==> config.mk <==
export PLATFORM = sky130hd
export DESIGN_NAME = keypad_collector
export DESIGN_NICKNAME = d
export VERILOG_FILES = /design/src/rtl/keypad_collector_pkg.sv /design/src/rtl/keypad_collector_inactivity_timer.sv /design/src/rtl/keypad_collector.sv
export SDC_FILE = /design/constraint.sdc
export NUM_CORES = 1
export LEC_CHECK = 0
export ABC_CLOCK_PERIOD_IN_PS = 2600
export BUFFER_PORTS_ARGS = -buffer_cell sky130_fd_sc_hd__buf_2
export CAP_MARGIN = 20
export CORE_UTILIZATION = 50
export CTS_CLUSTER_SIZE = 40
export DETAILED_ROUTE_END_ITERATION = 10
export PLACE_DENSITY_LB_ADDON = 0.2
export SETUP_SLACK_MARGIN = 0.15
export SLEW_MARGIN = 10
export SYNTH_ARGS = -nofsm -noshare
export SYNTH_HDL_FRONTEND = slang
export SYNTH_SLANG_ARGS = --single-unit
==> constraint.sdc <==
create_clock -name clk -period 2.6 [get_ports clk]
set_input_delay 0.52 -clock clk [delete_from_list [all_inputs] [get_ports clk]]
set_output_delay 0.52 -clock clk [all_outputs]
set_load 0.01 [all_outputs]
==> src/rtl/keypad_collector_pkg.sv <==
// Shared types and constants for the keypad collector and its consumers.
package keypad_collector_pkg;

    localparam int unsigned N_DIGITOS = 20;

    localparam logic [3:0] KEY_STAR = 4'hA;
    localparam logic [3:0] KEY_HASH = 4'hB;

    // digits[0] is the most recent key; unused positions hold 4'hF.
    typedef logic [N_DIGITOS-1:0][3:0] senha_pac_t;

    localparam senha_pac_t SENHA_SKIP    = {N_DIGITOS{4'hF}};
    localparam senha_pac_t SENHA_EXIT    = {N_DIGITOS{4'hB}};
    localparam senha_pac_t SENHA_TIMEOUT = {N_DIGITOS{4'hE}};

    typedef enum logic [0:0] {
        StVazio,
        StDigitando
    } collector_state_e;

endpackage

==> src/rtl/keypad_collector_inactivity_timer.sv <==
// Inactivity timer: counts while run is high and pulses expire on the last count.
module keypad_collector_inactivity_timer #(
    parameter int unsigned TIMEOUT_CYCLES = 10
) (
    input  logic clk,
    input  logic rst,
    input  logic clear,
    input  logic run,
    output logic expire
);

    localparam int unsigned Width = (TIMEOUT_CYCLES > 1) ? $clog2(TIMEOUT_CYCLES) : 1;
    localparam logic [Width-1:0] LastCount = Width'(TIMEOUT_CYCLES - 1);

    logic [Width-1:0] cnt_q, cnt_d;

    assign expire = run && (cnt_q == LastCount);

    // Next count: clear has priority, wrap to zero on expiry.
    always_comb begin
        cnt_d = cnt_q;
        if (clear) begin
            cnt_d = '0;
        end else if (run) begin
            cnt_d = expire ? '0 : cnt_q + 1'b1;
        end
    end

    // Counter register with synchronous active-low reset.
    always_ff @(posedge clk) begin
        if (!rst) begin
            cnt_q <= '0;
        end else begin
            cnt_q <= cnt_d;
        end
    end

endmodule

==> src/rtl/keypad_collector.sv <==
// Keypad collector: accumulates decoded digits and emits one packet per
// confirm, exit or inactivity timeout.
module keypad_collector
    import keypad_collector_pkg::*;
#(
    parameter int unsigned CLK_FREQ_HZ = 50_000_000,
    parameter int unsigned TIMEOUT_S   = 5
) (
    input  logic        clk,
    input  logic        rst,
    input  logic        enable,
    input  logic        key_valid,
    input  logic [3:0]  key_code,
    output logic [79:0] digitos_value,
    output logic        digitos_valid
);

    localparam int unsigned TIMEOUT_CYCLES = CLK_FREQ_HZ * TIMEOUT_S;

    collector_state_e state_q, state_d;
    senha_pac_t       buf_q, buf_d;
    senha_pac_t       value_q, value_d;
    senha_pac_t       pkt;
    logic             valid_q;
    logic             emit;
    logic             tmr_clear, tmr_run, tmr_expire;
    logic             key_digit, key_star, key_hash;

    assign key_digit = key_valid && (key_code <= 4'd9);
    assign key_star  = key_valid && (key_code == KEY_STAR);
    assign key_hash  = key_valid && (key_code == KEY_HASH);

    assign tmr_run = enable && (state_q == StDigitando);

    keypad_collector_inactivity_timer #(
        .TIMEOUT_CYCLES(TIMEOUT_CYCLES)
    ) u_timer (
        .clk    (clk),
        .rst    (rst),
        .clear  (tmr_clear),
        .run    (tmr_run),
        .expire (tmr_expire)
    );

    // Next state, buffer update and emit decision; keys take priority over expiry.
    always_comb begin
        state_d   = state_q;
        buf_d     = buf_q;
        emit      = 1'b0;
        pkt       = SENHA_SKIP;
        tmr_clear = 1'b0;
        if (!enable) begin
            state_d   = StVazio;
            buf_d     = SENHA_SKIP;
            tmr_clear = 1'b1;
        end else begin
            unique case (state_q)
                StVazio: begin
                    tmr_clear = 1'b1;
                    if (key_digit) begin
                        buf_d   = {buf_q[N_DIGITOS-2:0], key_code};
                        state_d = StDigitando;
                    end else if (key_hash) begin
                        emit = 1'b1;
                        pkt  = SENHA_SKIP;
                    end else if (key_star) begin
                        emit = 1'b1;
                        pkt  = SENHA_EXIT;
                    end
                end
                StDigitando: begin
                    if (key_digit) begin
                        buf_d     = {buf_q[N_DIGITOS-2:0], key_code};
                        tmr_clear = 1'b1;
                    end else if (key_hash) begin
                        emit      = 1'b1;
                        pkt       = buf_q;
                        buf_d     = SENHA_SKIP;
                        state_d   = StVazio;
                        tmr_clear = 1'b1;
                    end else if (key_star) begin
                        buf_d     = SENHA_SKIP;
                        state_d   = StVazio;
                        tmr_clear = 1'b1;
                    end else if (tmr_expire) begin
                        emit      = 1'b1;
                        pkt       = SENHA_TIMEOUT;
                        buf_d     = SENHA_SKIP;
                        state_d   = StVazio;
                        tmr_clear = 1'b1;
                    end
                end
                default: begin
                    state_d = StVazio;
                    buf_d   = SENHA_SKIP;
                end
            endcase
        end
        value_d = emit ? pkt : buf_d;
    end

    // State, buffer and registered output with synchronous active-low reset.
    always_ff @(posedge clk) begin
        if (!rst) begin
            state_q <= StVazio;
            buf_q   <= SENHA_SKIP;
            value_q <= SENHA_SKIP;
            valid_q <= 1'b0;
        end else begin
            state_q <= state_d;
            buf_q   <= buf_d;
            value_q <= value_d;
            valid_q <= emit;
        end
    end

    assign digitos_value = value_q;
    assign digitos_valid = valid_q;

endmodule

# Word level (Yosys, flattened, before mapping)
# Index checks and enable logic that the tools add are counted.
# totals
register_bits	190
inputBits	8
output_inout_bits	81
wordCells	95
# op_classes
addsub	1
magnitude_cmp	1
n_eq_ne	3
mux	38
bitwise	2
reduce_logical	7
# ops
op	count
80-bit two-way mux	10
80-bit one-hot mux with 2 select lines	2
79-bit two-way mux	3
77-bit two-way mux	2
28-bit by 1-bit adder with 28-bit output (second input constant)	1
28-bit equality test (second input constant)	1
28-bit two-way mux	1
1-bit two-way mux	17
4-bit equality test (second input constant)	2
1-bit one-hot mux with 2 select lines	3
1-bit logical AND	5
4-bit less-or-equal comparator (second input constant)	1
1-bit inverter	2
2-bit AND reduction	1
2-bit OR reduction	1

# Depth between registers and ports, before layout
# depth
ltp_word	9
depth_mapped	9

# Cells and area by module
# A second synthesis with hierarchy kept.
# hier_totals
hier_cells	938
hier_area_um2	8215.4
# by_module_without_submodules
mod	n_inst	cells_each	area_per_inst_um2	seq_area_each_um2
keypad_collector	1	762	6727.7	3243.1
keypad_collector_inactivity_timer	1	176	1487.7	560.5

# Least setup slack after synthesis
# Ideal clock, no wire load.
# synth_timing
path_kind	input to register
from	input key_code[1]
to	register value_q (netlist bit digitos_value[10])
setup_time_ps	130
arrival_time_ps	1853
required_time_ps	2470
setup_slack_ps	616
cell_stages	7
cell_sequence	o21ai_0 > a21boi_0 > and4_1 > a21boi_1 > clkbuf_1 > and2_1 > o22ai_1
# synth_between
elab_chain_cells	8
# synth_rtl
item	line	text
start, declared	keypad_collector.sv:13	input logic [3:0] key_code,
4-bit equality test	keypad_collector.sv:30	assign key_star = key_valid && (key_code == KEY_STAR);
1-bit logical AND	keypad_collector.sv:30	
80-bit two-way mux, or another cell as far along	keypad_collector.sv:81	end else if (key_star) begin
80-bit two-way mux, or another cell as far along	keypad_collector.sv:75	end else if (key_hash) begin
80-bit two-way mux, or another cell as far along	keypad_collector.sv:72	if (key_digit) begin
80-bit one-hot mux with 2 select lines / 1-bit one-hot mux with 2 select lines (equally long branches)	keypad_collector.sv:57	unique case (state_q)
80-bit two-way mux / 1-bit two-way mux (equally long branches)	keypad_collector.sv:52	if (!enable) begin
80-bit two-way mux (*)	keypad_collector.sv:99	value_d = emit ? pkt : buf_d;
end signal, assigned	keypad_collector.sv:112	value_q <= value_d;
end, declared	keypad_collector.sv:22	senha_pac_t value_q, value_d;
# Every way passes the cells marked *; elsewhere a longest branch is shown, timed or not.
# A chain may end at the register's enable or synchronous reset.

# Worst setup path in the final report
# layout_timing
from	register u_timer.cnt_q[7]
to	register value_q (netlist bit digitos_value[3])
# layout_between
elab_chain_cells	9
# layout_rtl
item	line	text
start, declared	keypad_collector_inactivity_timer.sv:15	logic [Width-1:0] cnt_q, cnt_d;
start signal, assigned	keypad_collector_inactivity_timer.sv:34	cnt_q <= cnt_d;
28-bit equality test (*)	keypad_collector_inactivity_timer.sv:17	assign expire = run && (cnt_q == LastCount);
1-bit logical AND (*)	keypad_collector_inactivity_timer.sv:17	
80-bit two-way mux / 1-bit two-way mux (equally long branches)	keypad_collector.sv:85	end else if (tmr_expire) begin
80-bit two-way mux / 1-bit two-way mux (equally long branches)	keypad_collector.sv:81	
80-bit two-way mux / 1-bit two-way mux (equally long branches)	keypad_collector.sv:75	
80-bit two-way mux / 1-bit two-way mux (equally long branches)	keypad_collector.sv:72	
80-bit one-hot mux with 2 select lines / 1-bit one-hot mux with 2 select lines (equally long branches)	keypad_collector.sv:57	
80-bit two-way mux / 1-bit two-way mux (equally long branches)	keypad_collector.sv:52	
80-bit two-way mux (*)	keypad_collector.sv:99	
# Marks and branches as above.

==> metrics.md <==
| Metric | Value |
|---|---|
| Outcome | `finished, final reports clean` |
| Worst min path class | `primary input to flop` |
| Via density | `5.230` |
| Max-cap violations | `0` |
| First-pass iteration count of the detailed router | `4` |
| GRT overflow | `0` |
| CP startpoint | `u_timer.cnt_q[7]$_SDFFE_PP0P_` |
| FF+latch count, synth | `190` |
| Worst r2r dst | `digitos_value[3]$_SDFF_PN1_` |
| Worst-Skew Late Latency | `0.42 ns` |
| Setup tns final | `0 ns` |
| Setup Slack @ Placement | `0.2649 ns` |
| Inserted Diodes | `0` |
| Post-synthesis cell count | `809` |
| Root buf cell | `clkbuf_16` |
| Post-CTS Hold Fix Bufs | `0` |
| # clock sinks | `190` |
| Die Y | `124.6 microns` |
| Leakage | `3.155 nW` |
| Placer Congestion | `0.8361` |
| Post-synth EDFFs | `0` |
| Clock Path Buffers | `2` |
| Share of cells above drive strength 1 | `0.1594` |
| Distinct cells, synth | `36` |
| WL per Instance | `14.87 microns` |
| WP data required | `~2.9 ns` |
| P&R area growth vs syn | `15.73%` |
| Remaining antenna violation count after routing | `0` |
| Post-cts resize count | `0` |
| Final WL | `16.07 mm` |
| Post-DP HPWL | `around 10 mm` |
| Synthesized area | `7515 sq um` |
| Crit end category | `flop` |
| CTS tree | `done` |
| Syn Nets | `818` |
| R2R Path Start | `u_timer.cnt_q[7]$_SDFFE_PP0P_` |
| RSZ-0062 raised after global routing | `no` |
| Pin count of the biggest net entering global routing | `between 60 and 70` |
| Row cnt | `44` |
| Worst Reg-to-Reg Cells | `7` |
| Final setup violation count | `0` |
| Core area | `14590 sq um` |
| Vias in the first global route | `5466` |
| Die area | `around 16000 sq um` |
| Post-CTS Setup Bufs | `0` |
| Maximum vdd drop | `between 400 and 500 uV` |
| Buffers on Ports | `88` |
| F_max | `0.4468 GHz` |
| Fin. Hold Viols | `0` |
| Dpl cells | `around 1100` |
| H-tree depth | `4` |
| Primary FF master, synth | `dfxtp_1` |
| Die Wd | `124.6 microns` |
| Boundary Pins | `89` |
| Sequential-to-total area share from yosys stat | `0.5062` |
| Nets | `894` |
| Total number of vias | `5654` |
| Initial Util | `0.5151` |
| Finished Layout Cells | `approximately 1100` |
| Worst Setup EP | `digitos_value[3]$_SDFF_PN1_` |
| Pwr dens | `637.6 nW/um^2` |
| Synth warn | `0` |
| Fraction of registers with async set/reset | `0` |
| Max-slew violation count | `0` |
| Final worst setup slack | `0.3616 ns` |
| Min Tclk post-route | `between 2 and 2.5 ns` |
| Worst Path Class, Setup | `flop to flop` |
| Crit path DAT | `2.51 ns` |
| First-pass GRT wire length | `26.69 mm` |
| Worst slew margin | `0.5467` |
| Iter 0 DRT Violations | `414` |
| CP Launch Type | `flop` |
| Period utilization | `0.8609` |
| Worst Tran Pin Value | `around 0.68 ns` |
| Synth Area per Inst | `9.289 sq um` |
| Total track usage | `0.2108` |
| Clock Skew | `about 0.0058 ns` |
| Reg2reg setup slack | `~0.36 ns` |
| Initial antenna violation count | `0` |
| Worst Hold Launch | `rst` |
| Crit-path max FO | `60` |
| Total DRC errors in the routed layout | `0` |
| Total CTS buffers | `17` |
| Clk slew on worst S/H paths | `0.06 ns` |
## worst max-delay path: stages (launching register included)
cell and delay [ns]:
dfxtp_1 0.36, nor4_1 0.31, nand4_1 0.24, nor4_4 0.46, a21boi_4 0.11, nor2b_4 0.15, buf_12 0.28, o22ai_1 0.16
## power breakdown
group | total (mW) | switching [mW] | leakage, nW | internal (mW)
Combinational | 0.206 | 0.122 | 1.35 | 0.0839
Clock | 2.40 | 1.05 | 0.261 | 1.35
Sequential | 2.94 | 0.00773 | 1.54 | 2.93
## cell families (layout without fill, tap and decap cells)
kind of cell               after synthesis  after routing  synth area share
muxes                                   77             77            0.1026
and+or+nand+nor                        268            268            0.1886
buffers and inverters                  135            223           0.07975
AOI/OAI and AO/OA                      111            111           0.08974
DFF                                    190            190            0.5062
xor gates and xnor gates                27             27           0.03147
adders and majority gates                1              1          0.001665
## per-layer routing
metal / part of all wire / GRT usage / vias up
met5: 0 / 0 / -
met3: 0.031 / 0.04467 / 21
li1: - / - / 2832
met4: 0.017 / 0.08221 / 0
met2: 0.48 / 0.3393 / 100
met1: 0.48 / 0.2758 / 2701
## worst min-delay path by stage
| stage | to | slack, ns | cells after the start |
|---|---|---|---|
| floorplan | u_timer.cnt_q[1]$_SDFFE_PP0P_ | 0.46 | 2 |
| finish | state_q$_SDFF_PN0_ | 0.39 | 3 |
| global route | state_q$_SDFF_PN0_ | 0.40 | 3 |
| CTS | state_q$_SDFF_PN0_ | 0.38 | 3 |
| detailed placement | u_timer.cnt_q[1]$_SDFFE_PP0P_ | 0.50 | 2 |
| global placement | u_timer.cnt_q[1]$_SDFFE_PP0P_ | 0.47 | 2 |
## cells in the mapped netlist, types with 2 or more instances
library cell | number | area (sq um)
nand2_1 | 13 | 48.80
and3_1 | 11 | 68.82
o22ai_1 | 80 | 500.5
nand3b_1 | 2 | 15.01
buf_4 | 3 | 22.52
xnor2_1 | 14 | 122.6
inv_1 | 82 | 307.8
nand4_1 | 10 | 62.56
and4_1 | 4 | 35.03
nor2_1 | 99 | 371.6
o21ai_0 | 2 | 10.01
o21a_1 | 2 | 15.01
clkbuf_2 | 2 | 10.01
xor2_1 | 13 | 113.9
nor3_1 | 4 | 20.02
buf_2 | 9 | 45.04
nor3b_1 | 2 | 15.01
nand2b_1 | 22 | 137.6
dfxtp_1 | 190 | 3804
mux2i_1 | 77 | 770.7
a21oi_1 | 23 | 115.1
nand3_1 | 12 | 60.06
and2_1 | 82 | 513.0
clkbuf_1 | 30 | 112.6
buf_6 | 9 | 101.4
nor2b_1 | 2 | 12.51
## placed cells by master, fill, tap and decap left out, types with 2 or more instances in the layout
| cell type | n |
|---|---|
| and4_1 | 4 |
| xnor2_1 | 14 |
| o21ai_0 | 2 |
| nand2_1 | 13 |
| nor3_1 | 4 |
| nor3b_1 | 2 |
| nand3_1 | 11 |
| nand4_1 | 10 |
| o21a_1 | 2 |
| clkbuf_16 | 17 |
| nor2_1 | 99 |
| buf_4 | 17 |
| clkbuf_1 | 6 |
| and3_1 | 11 |
| nand2b_1 | 22 |
| nand3b_1 | 2 |
| dfxtp_1 | 190 |
| mux2i_1 | 77 |
| buf_2 | 88 |
| clkbuf_8 | 5 |
| o22ai_1 | 80 |
| a21oi_1 | 23 |
| a21boi_4 | 2 |
| inv_1 | 82 |
| and2_1 | 81 |
| buf_12 | 5 |
| xor2_1 | 13 |
## cell type report
cell class	instances	area (sq um)
well taps	184	230.2
fillers	1232	5892
clock buffers	28	516.7
inverters	82	307.8
flip-flops and latches	190	3804
multi-input cells	484	3146
clock inverters	3	25.02
repair buffers	110	668.1
## state kept, by name, summed over array words and instances, names as in the netlist
signal and cells:
buf_q 80, digitos_valid 1, digitos_value 80, state_q 1
u_timer.cnt_q 28
## metrics by stage
stage / power (mW) / hold WS (ns) / utilization / cell area, sq um
finish: 5.545 / 0.3928 / 0.5961 / 8697
global route: 5.725 / 0.3977 / 0.5961 / 8697
CTS: 5.582 / 0.3774 / 0.5961 / 8697
detailed placement: 3.207 / 0.4988 / 0.5590 / 8155
global placement: 3.204 / 0.4745 / 0.5590 / 8155
floorplan: 3.131 / 0.4582 / - / 7515
Power figures use the tool's default switching activity.
